### src/rtl/srambank_pkg.sv
// Shared types for the SRAM bank request front-end.
// Word/address widths match the 256x4x36 bank macro.
package srambank_pkg;
  localparam int SRAMBANK_ADDR_W = 10;
  localparam int SRAMBANK_DATA_W = 36;

  typedef logic [SRAMBANK_ADDR_W-1:0] srambank_addr_t;
  typedef logic [SRAMBANK_DATA_W-1:0] srambank_word_t;

  typedef struct packed {
    logic           write;
    srambank_addr_t addr;
    srambank_word_t wdata;
  } srambank_req_t;
endpackage

### src/rtl/srambank_req_ctrl_if.sv
// Client request/response channels plus the bank strobe bus.
// slave = controller side, master = client/bank environment side.
interface srambank_req_ctrl_if
  import srambank_pkg::*;
#(
  parameter int ADDR_W = SRAMBANK_ADDR_W,
  parameter int DATA_W = SRAMBANK_DATA_W
);
  logic              req_valid;
  logic              req_ready;
  logic              req_write;
  logic [ADDR_W-1:0] req_addr;
  logic [DATA_W-1:0] req_wdata;
  logic              rsp_valid;
  logic              rsp_ready;
  logic [DATA_W-1:0] rsp_data;
  logic [ADDR_W-1:0] ADDRESS;
  logic [DATA_W-1:0] wd;
  logic              banksel;
  logic              read;
  logic              write;
  logic [DATA_W-1:0] dataout;

  modport slave (
    input  req_valid, req_write, req_addr, req_wdata,
    input  rsp_ready, dataout,
    output req_ready, rsp_valid, rsp_data,
    output ADDRESS, wd, banksel, read, write
  );

  modport master (
    output req_valid, req_write, req_addr, req_wdata,
    output rsp_ready, dataout,
    input  req_ready, rsp_valid, rsp_data,
    input  ADDRESS, wd, banksel, read, write
  );
endinterface

### src/rtl/srambank_rsp_fifo.sv
// Small response FIFO; entries are not reset, only pointers/occupancy.
module srambank_rsp_fifo #(
  parameter int DEPTH  = 2,
  parameter int DATA_W = 36
) (
  input  logic                       clk,
  input  logic                       reset,
  input  logic                       push_i,
  input  logic                       pop_i,
  input  logic [DATA_W-1:0]          din_i,
  output logic [$clog2(DEPTH+1)-1:0] occ_o,
  output logic [DATA_W-1:0]          head_o
);
  localparam int OW    = $clog2(DEPTH+1);
  localparam int PTR_W = (DEPTH > 1) ? $clog2(DEPTH) : 1;

  logic [DATA_W-1:0] mem_q [DEPTH];
  logic [PTR_W-1:0]  wr_ptr_q, wr_ptr_d;
  logic [PTR_W-1:0]  rd_ptr_q, rd_ptr_d;
  logic [OW-1:0]     occ_q, occ_d;

  function automatic logic [PTR_W-1:0] nxt(
    input logic [PTR_W-1:0] p
  );
    return (p == PTR_W'(DEPTH-1)) ? '0 : p + 1'b1;
  endfunction

  always_comb begin
    wr_ptr_d = wr_ptr_q;
    rd_ptr_d = rd_ptr_q;
    occ_d    = occ_q + OW'(push_i) - OW'(pop_i);
    if (push_i) wr_ptr_d = nxt(wr_ptr_q);
    if (pop_i)  rd_ptr_d = nxt(rd_ptr_q);
  end

  always_ff @(posedge clk) begin
    if (reset) begin
      wr_ptr_q <= '0;
      rd_ptr_q <= '0;
      occ_q    <= '0;
    end else begin
      wr_ptr_q <= wr_ptr_d;
      rd_ptr_q <= rd_ptr_d;
      occ_q    <= occ_d;
    end
  end

  always_ff @(posedge clk) begin
    if (push_i) mem_q[wr_ptr_q] <= din_i;
  end

  assign occ_o  = occ_q;
  assign head_o = mem_q[rd_ptr_q];
endmodule

### src/rtl/srambank_req_ctrl.sv
// Valid/ready front-end for one SRAM bank: strobes, read tracking,
// and credit-gated response FIFO so no read data is ever dropped.
module srambank_req_ctrl
  import srambank_pkg::*;
#(
  parameter int ADDR_W    = SRAMBANK_ADDR_W,
  parameter int DATA_W    = SRAMBANK_DATA_W,
  parameter int RSP_DEPTH = 2
) (
  input  logic              clk,
  input  logic              reset,
  srambank_req_ctrl_if.slave bus
);
  localparam int OW = $clog2(RSP_DEPTH+1);
  localparam int PW = OW + 1;

  srambank_req_t req;
  logic          fire;
  logic          pop;
  logic          credit_ok;
  logic          rd_inflight_q, rd_inflight_d;
  logic [OW-1:0] occ;
  logic [PW-1:0] pend;

  assign req = '{
    write: bus.req_write,
    addr:  srambank_addr_t'(bus.req_addr),
    wdata: srambank_word_t'(bus.req_wdata)
  };

  // Slots already claimed after this cycle's pop; an inflight read owns one.
  assign pop       = bus.rsp_valid & bus.rsp_ready;
  assign pend      = {1'b0, occ} + PW'(rd_inflight_q) - PW'(pop);
  assign credit_ok = pend < PW'(RSP_DEPTH);

  assign bus.req_ready = ~reset & (req.write | credit_ok);
  assign fire          = bus.req_valid & bus.req_ready;

  assign bus.banksel = fire;
  assign bus.write   = fire & req.write;
  assign bus.read    = fire & ~req.write;
  assign bus.ADDRESS = ADDR_W'(req.addr);
  assign bus.wd      = DATA_W'(req.wdata);

  assign rd_inflight_d = bus.read;

  always_ff @(posedge clk) begin
    if (reset) rd_inflight_q <= 1'b0;
    else       rd_inflight_q <= rd_inflight_d;
  end

  srambank_rsp_fifo #(
    .DEPTH  (RSP_DEPTH),
    .DATA_W (DATA_W)
  ) u_fifo (
    .clk    (clk),
    .reset  (reset),
    .push_i (rd_inflight_q),
    .pop_i  (pop),
    .din_i  (bus.dataout),
    .occ_o  (occ),
    .head_o (bus.rsp_data)
  );

  assign bus.rsp_valid = (occ != '0);
endmodule
### src/flat_wrapper.sv
// flat-port wrapper written by rule: the top's interface ports become plain ports
module srambank_req_ctrl_flat import srambank_pkg::*;
#(
  parameter int ADDR_W    = SRAMBANK_ADDR_W,
  parameter int DATA_W    = SRAMBANK_DATA_W,
  parameter int RSP_DEPTH = 2
)
  (clk, reset, bus_req_valid, bus_req_write, bus_req_addr, bus_req_wdata, bus_rsp_ready, bus_dataout, bus_req_ready, bus_rsp_valid, bus_rsp_data, bus_ADDRESS, bus_wd, bus_banksel, bus_read, bus_write);
  srambank_req_ctrl_if #(.ADDR_W(ADDR_W), .DATA_W(DATA_W)) bus_i ();
  input  logic clk;
  input  logic reset;
  input wire logic [$bits(bus_i.req_valid)-1:0] bus_req_valid;
  input wire logic [$bits(bus_i.req_write)-1:0] bus_req_write;
  input wire logic [$bits(bus_i.req_addr)-1:0] bus_req_addr;
  input wire logic [$bits(bus_i.req_wdata)-1:0] bus_req_wdata;
  input wire logic [$bits(bus_i.rsp_ready)-1:0] bus_rsp_ready;
  input wire logic [$bits(bus_i.dataout)-1:0] bus_dataout;
  output wire logic [$bits(bus_i.req_ready)-1:0] bus_req_ready;
  output wire logic [$bits(bus_i.rsp_valid)-1:0] bus_rsp_valid;
  output wire logic [$bits(bus_i.rsp_data)-1:0] bus_rsp_data;
  output wire logic [$bits(bus_i.ADDRESS)-1:0] bus_ADDRESS;
  output wire logic [$bits(bus_i.wd)-1:0] bus_wd;
  output wire logic [$bits(bus_i.banksel)-1:0] bus_banksel;
  output wire logic [$bits(bus_i.read)-1:0] bus_read;
  output wire logic [$bits(bus_i.write)-1:0] bus_write;
  assign bus_i.req_valid = bus_req_valid;
  assign bus_i.req_write = bus_req_write;
  assign bus_i.req_addr = bus_req_addr;
  assign bus_i.req_wdata = bus_req_wdata;
  assign bus_i.rsp_ready = bus_rsp_ready;
  assign bus_i.dataout = bus_dataout;
  assign bus_req_ready = bus_i.req_ready;
  assign bus_rsp_valid = bus_i.rsp_valid;
  assign bus_rsp_data = bus_i.rsp_data;
  assign bus_ADDRESS = bus_i.ADDRESS;
  assign bus_wd = bus_i.wd;
  assign bus_banksel = bus_i.banksel;
  assign bus_read = bus_i.read;
  assign bus_write = bus_i.write;
  srambank_req_ctrl #(.ADDR_W(ADDR_W), .DATA_W(DATA_W), .RSP_DEPTH(RSP_DEPTH)) u_core (.clk(clk), .reset(reset), .bus(bus_i));
endmodule
### config.mk
export PLATFORM = sky130hd
export DESIGN_NAME = srambank_req_ctrl_flat
export DESIGN_NICKNAME = d
export VERILOG_FILES = /design/src/rtl/srambank_pkg.sv /design/src/rtl/srambank_req_ctrl_if.sv /design/src/rtl/srambank_rsp_fifo.sv /design/src/rtl/srambank_req_ctrl.sv /design/src/flat_wrapper.sv
export SDC_FILE = /design/constraint.sdc
export NUM_CORES = 1
export LEC_CHECK = 0
export ABC_CLOCK_PERIOD_IN_PS = 3160
export CORE_UTILIZATION = 40
export DETAILED_ROUTE_END_ITERATION = 7
export PLACE_DENSITY = 0.88
export SETUP_SLACK_MARGIN = 0.1
export SLEW_MARGIN = 20
export SYNTH_ARGS = -nofsm -noshare
export SYNTH_HDL_FRONTEND = slang
export SYNTH_SLANG_ARGS = --single-unit
### constraint.sdc
create_clock -name clk -period 3.16 [get_ports clk]
set_input_delay 0.474 -clock clk [delete_from_list [all_inputs] [get_ports clk]]
set_output_delay 0.474 -clock clk [all_outputs]
set_load 0.005 [all_outputs]
## Word-level counts from Yosys, hierarchy flattened

Memories as Yosys holds them, arrays and structs flattened. A register that Yosys moved wholly into a read port is not among the register bits.
Cells that the tools add are included.

- Output and inout port bits: 87
- Memory bits (writable): 72
- Logic and storage cells: 27
- Bits in registers: 5
- Input port bits: 87
- Memories: 1

- Reduce and logical (&&, ||, !) cells: 1
- Mux-type cells: 6
- Bitwise operators: 8
- Order comparisons: 1
- $add $sub $neg: 6

Memories:

| memory | depth | width | read ports | clocked after memory_dff | wr ports | RTL line | source |
|---|---|---|---|---|---|---|---|
| u_core.u_fifo.mem_q | 2 | 36 | 1 | 1 | 1 | srambank_rsp_fifo.sv:17 | `logic [DATA_W-1:0] mem_q [DEPTH];` |

Operators with widths:

| kind | count |
|---|---|
| 2-to-1 mux 1 bit | 6 |
| bitwise AND 1 bit | 5 |
| adder 2 x 1 -> 3 bit | 1 |
| less-than comparator 3 x 2 -> 1 bit (second input constant) | 1 |
| subtractor 3 x 1 -> 3 bit | 1 |
| adder 1 bit (second input constant) | 2 |
| adder 2 x 1 -> 2 bit | 1 |
| NOT 1 bit | 2 |
| nonzero test 2 bit | 1 |
| subtractor 2 x 1 -> 2 bit | 1 |
| bitwise OR 1 bit | 1 |

## Logic depth before layout (Yosys ltp)

- Depth in word-level cells: 8
- Gate-level depth with buffers: 8
- Depth with buffers taken out: 8

## By module

From an unflattened synthesis, not the netlist that was laid out.

- Cells, all modules: 196
- Area total of the unflattened synthesis: 3448.3 um^2

By module, submodules not included:

| module | cells each | area an instance (um^2) | times used | seq. area each (um^2) |
|---|---|---|---|---|
| srambank_rsp_fifo | 131 | 2957.8 | 1 | 2262.2 |
| srambank_req_ctrl | 65 | 490.5 | 1 | 20.0 |

## Worst setup path after synthesis

OpenSTA, ideal clock, no wires.

- Kind: reg-to-reg
- Start: register u_core.rd_inflight_q
- End: memory u_core.u_fifo.mem_q[0][0] (enable)
- Path buffers: 0
- Setup time: 0.430 ns
- Arrival: 1.922 ns
- Slack: 0.808 ns
- Data required time: 2.730 ns
- Cell stages (with the launch flop): 3
- Clock period less this slack: 2.352 ns
- Cell sequence: dfxtp_1 > inv_1 > nor2_1

- Word-level cells in the longest chain between the ends: 2

Ends and longest elaborated chain:

| what | RTL line | source |
|---|---|---|
| start, declared | srambank_req_ctrl.sv:21 | `logic rd_inflight_q, rd_inflight_d;` |
| start signal, assigned | srambank_req_ctrl.sv:49 | `else rd_inflight_q <= rd_inflight_d;` |
| 2-to-1 mux 1 bit | srambank_rsp_fifo.sv:49 | `if (push_i) mem_q[wr_ptr_q] <= din_i;` |
| 2-to-1 mux 1 bit (not written as such) | srambank_rsp_fifo.sv:49 |  |
| end, declared | srambank_rsp_fifo.sv:17 |  |

Every way passes these cells.

## Worst setup path after layout

- Start: register u_core.u_fifo.occ_q[0] (netlist: u_core.u_fifo.occ_o[0])
- End: output bus_read

- Word-level cells in the longest chain between the ends: 8
- Elaborated cells on any way between the ends: 9
- Those cells by class: add/sub: 2; order compare: 1; bitwise: 5; reduce/logical: 1

Ends and longest elaborated chain:

| what | RTL line | source |
|---|---|---|
| start, declared | srambank_rsp_fifo.sv:20 | `logic [OW-1:0] occ_q, occ_d;` |
| start signal, assigned | srambank_rsp_fifo.sv:40 | `occ_q <= '0;` |
| start signal, assigned | srambank_rsp_fifo.sv:44 | `occ_q <= occ_d;` |
| nonzero test 2 bit | srambank_req_ctrl.sv:65 | `assign bus.rsp_valid = (occ != '0);` |
| bitwise AND 1 bit | srambank_req_ctrl.sv:32 | `assign pop = bus.rsp_valid & bus.rsp_ready;` |
| named net u_core.pop | srambank_req_ctrl.sv:19 | `logic pop;` |
| subtractor 3 x 1 -> 3 bit | srambank_req_ctrl.sv:33 | `assign pend = {1'b0, occ} + PW'(rd_inflight_q) - PW'(pop);` |
| less-than comparator 3 x 2 -> 1 bit | srambank_req_ctrl.sv:34 | `assign credit_ok = pend < PW'(RSP_DEPTH);` |
| bitwise OR 1 bit | srambank_req_ctrl.sv:36 | `assign bus.req_ready = ~reset & (req.write \| credit_ok);` |
| bitwise AND 1 bit | srambank_req_ctrl.sv:36 |  |
| bitwise AND 1 bit | srambank_req_ctrl.sv:37 | `assign fire = bus.req_valid & bus.req_ready;` |
| bitwise AND 1 bit | srambank_req_ctrl.sv:41 | `assign bus.read = fire & ~req.write;` |
| end, declared | flat_wrapper.sv:24 | `output wire logic [$bits(bus_i.read)-1:0] bus_read;` |

The timed path passes the listed nets, and every way through them passes these cells.

==> impl_metrics.tcl <==
set metrics [dict create \
    status "finished clean" \
    worst_slew_pin_slew_ns 1.05 \
    io_pins 174 \
    synth_cell_types 24 \
    ys_ff_latch 78 \
    nNetsFinal 337 \
    die_w_um 94.5 \
    gp_congestion 0.649 \
    grt_max_degree 37 \
    min_path_cells 2 \
    wire_per_inst_um 17.1 \
    vias 1661 \
    fin_skew_ns 0.00616 \
    die_h_um 94.5 \
    ys.flop_type "edfxtp_1" \
    grtUsageTotal_pct 14.1 \
    min_period_over_period_pct 93.8 \
    h-tree-depth 3 \
    synth_edf_count 72 \
    grt_pass1_wl_mm 8.86 \
    cp_data_required_time_ns 2.69 \
    fillers 694 \
    setup_slack_ns 0.197 \
    cts.sink_count 78 \
    startpoint_type "flop" \
    instances_no_fill 357 \
    max_clock_freq_ghz 0.337 \
    crit_type "reg -> out" \
    holdWs_ns 0.569 \
    dieArea_um2 8930 \
    synth.cell_area_um2 3420 \
    num_rows 33 \
    synth.net_count 283 \
    yosysWarningCount 0 \
    clkLatencyLatePin_ns 0.34 \
    core_area_um2 8260 \
    multi_input_area_um2 734 \
    cp_data_arrival_time_ns 2.49 \
    min_to "u_core.u_fifo.wr_ptr_q" \
    final_antenna_net_count 0 \
    worstHoldPathType "reg -> reg" \
    maxSlewHeadroom_pct 29.9 \
    antenna_found_initial 0 \
    irDropWorstVdd_mv 0.530 \
    numPortBuffers 81 \
    worstPathMaxFanout 3 \
    path_clk_slew_ns 0.08 \
    async_flop_share_pct 0 \
    p_leak_nw 1.53 \
    numCtsBuffers 9 \
    drive_gt1_share_pct 31.3 \
    drv_cap 0 \
    grt_pass1_vias 1735 \
    fin_tns_setup_ns 0 \
    slew_violations 0 \
    pre_cts_ws_ns -0.205 \
    dr.pass1.iters 4 \
    end_kind "output pin" \
    rsz0062_at_grt "false" \
    viasPerCell 4.65 \
    cts_tree "yes" \
    syn2layout_area_growth_pct 24.5 \
    reg2reg_to "u_core.rd_inflight_q" \
    syn_inst 193 \
    r2r_slack_ns 0.96 \
    drt_iter0_markers 53 \
    period_minus_slack_ns 2.96 \
    timing.rr.start "u_core.u_fifo.occ_o[0]" \
    cts-root-buf "clkbuf_8" \
    cellPowerDensity_nw_per_um2 684 \
    cts_buffer_depth 2 \
    regArea_um2 2290 \
    totalWireLength_mm 6.10 \
    seq_area_frac_synth_pct 66.6 \
    post-dp-hpwl_mm 4.06 \
    setup_violations 0 \
    hold_viol 0 \
    post_synth.cell_area_avg_um2 17.7 \
    ff2ff_path_depth 10 \
    antenna_cells 0 \
    post-route-drc-count 0 \
    placed_cells 331 \
    hold_start "u_core.rd_inflight_q" \
    start_util_pct 41.5 \
    grt_overflow_total 0 \
]
==> cells by family (layout without fill, tap and decap cells) <==
group                      Yosys count  count (layout)  synth area share [%]
xor gates and xnor gates             2               2                 0.512
AOI/OAI and AO/OA                    3               3                 0.621
adders and majority gates            3               3                  1.32
buffers and inverters               55             114                  12.8
DFF                                 78              78                  66.6
and+or+nand+nor                     14              14                  2.38
muxes                               38              38                  15.8
==> timing repair <==
action,in CTS,in global routing
gates resized for setup,14,6
pin swaps,4,3
hold buffers,0,0
endpoints found under the setup margin,3,3
setup buffers,7,3
==> cells in the final DEF, fill, tap and decap left out <==
| master | n |
|---|---|
| mux2_4 | 30 |
| clkbuf_8 | 9 |
| nor2_4 | 1 |
| and2_2 | 1 |
| or2_2 | 1 |
| clkinv_2 | 2 |
| nor2b_1 | 2 |
| and3b_1 | 1 |
| edfxtp_1 | 72 |
| ha_4 | 1 |
| ha_1 | 1 |
| inv_1 | 3 |
| dfxtp_1 | 3 |
| mux2_2 | 8 |
| xor2_2 | 1 |
| clkinv_4 | 4 |
| o22ai_1 | 1 |
| o21bai_1 | 1 |
| bufinv_16 | 1 |
| nand4bb_1 | 1 |
| dfxtp_4 | 1 |
| nand3b_1 | 1 |
| fa_1 | 1 |
| buf_2 | 3 |
| clkdlybuf4s50_1 | 77 |
| dfxtp_2 | 2 |
| inv_2 | 1 |
| nor2_1 | 5 |
| dlymetal6s2s_1 | 1 |
| o21a_1 | 1 |
| buf_4 | 13 |
| xnor2_1 | 1 |
| nand2b_1 | 1 |
==> power breakdown <==
part	switching [mW]	internal [mW]	total, mW
Clock	0.365	0.367	0.733
Combinational	0.311	0.579	0.890
Sequential	0.0682	1.23	1.30
==> cells in the mapped netlist, drive strengths merged, types with 2 or more instances <==
cell,count,area (um2)
buf,51,422
mux2,38,541
dfxtp,6,120
ha,2,25.0
nor2,6,22.5
inv,4,15.0
edfxtp,72,2160
nor2b,2,12.5
==> worst max path at each step <==
stage | startpoint | to | slack, ns | cells after the start
after global placement | bus_rsp_ready | bus_banksel | -0.10 | 10
after detailed placement | bus_rsp_ready | bus_banksel | -0.20 | 10
after global routing | u_core.u_fifo.occ_o[0] | bus_banksel | 0.08 | 10
final | u_core.u_fifo.occ_o[0] | bus_read | 0.20 | 10
after CTS | bus_rsp_ready | bus_banksel | 0.09 | 11
after floorplan | u_core.rd_inflight_q | u_core.u_fifo.mem_q[0][0] | 0.81 | 2
==> stage by stage <==
stage / power [mW] / util (%) / instance area [um2]
2_1_floorplan: 1.79 / - / 3420
3_3_place_gp: 2.07 / 48.2 / 3980
3_5_place_dp: 2.10 / 48.2 / 3980
4_1_cts: 2.89 / 51.2 / 4220
5_1_grt: 3.06 / 51.6 / 4260
6_report: 2.92 / 51.6 / 4260
==> sequential cells by signal (all words and copies together) (netlist names), named ones only <==
register,count
u_core.u_fifo.occ_o,2
u_core.u_fifo.wr_ptr_q,1
u_core.u_fifo.rd_ptr_q,1
u_core.rd_inflight_q,1
u_core.u_fifo.mem_q,72
==> critical path: stages (launching register included) <==
cell	delay [ns]
dfxtp_2	0.35
o21a_1	0.22
ha_1	0.31
inv_2	0.08
ha_4	0.12
inv_1	0.05
fa_1	0.54
buf_4	0.14
nand4bb_1	0.13
nor2_1	0.12
buf_2	0.11
==> routing by layer <==
metal	vias to the layer above	GRT usage, %	part of all wire [%]
li1	759	-	-
met1	794	12.9	35
met2	82	25.9	54
met3	26	4.43	7.4
met4	0	10.1	3.4
met5	-	0	0
==> cell type report <==
| cell class | instances | share of cell area, % |
|---|---|---|
| Sequential cell | 78 | 53.7 |
| Timing Repair Buffer | 94 | 21.0 |
| Multi-Input combinational cell | 60 | 17.2 |
| Tap cell | 105 | 3.08 |
| Clock buffer | 9 | 2.90 |
| Clock inverter | 7 | 1.76 |
| Inverter | 4 | 0.352 |
No activity file was read; power rests on OpenSTA's default activity.
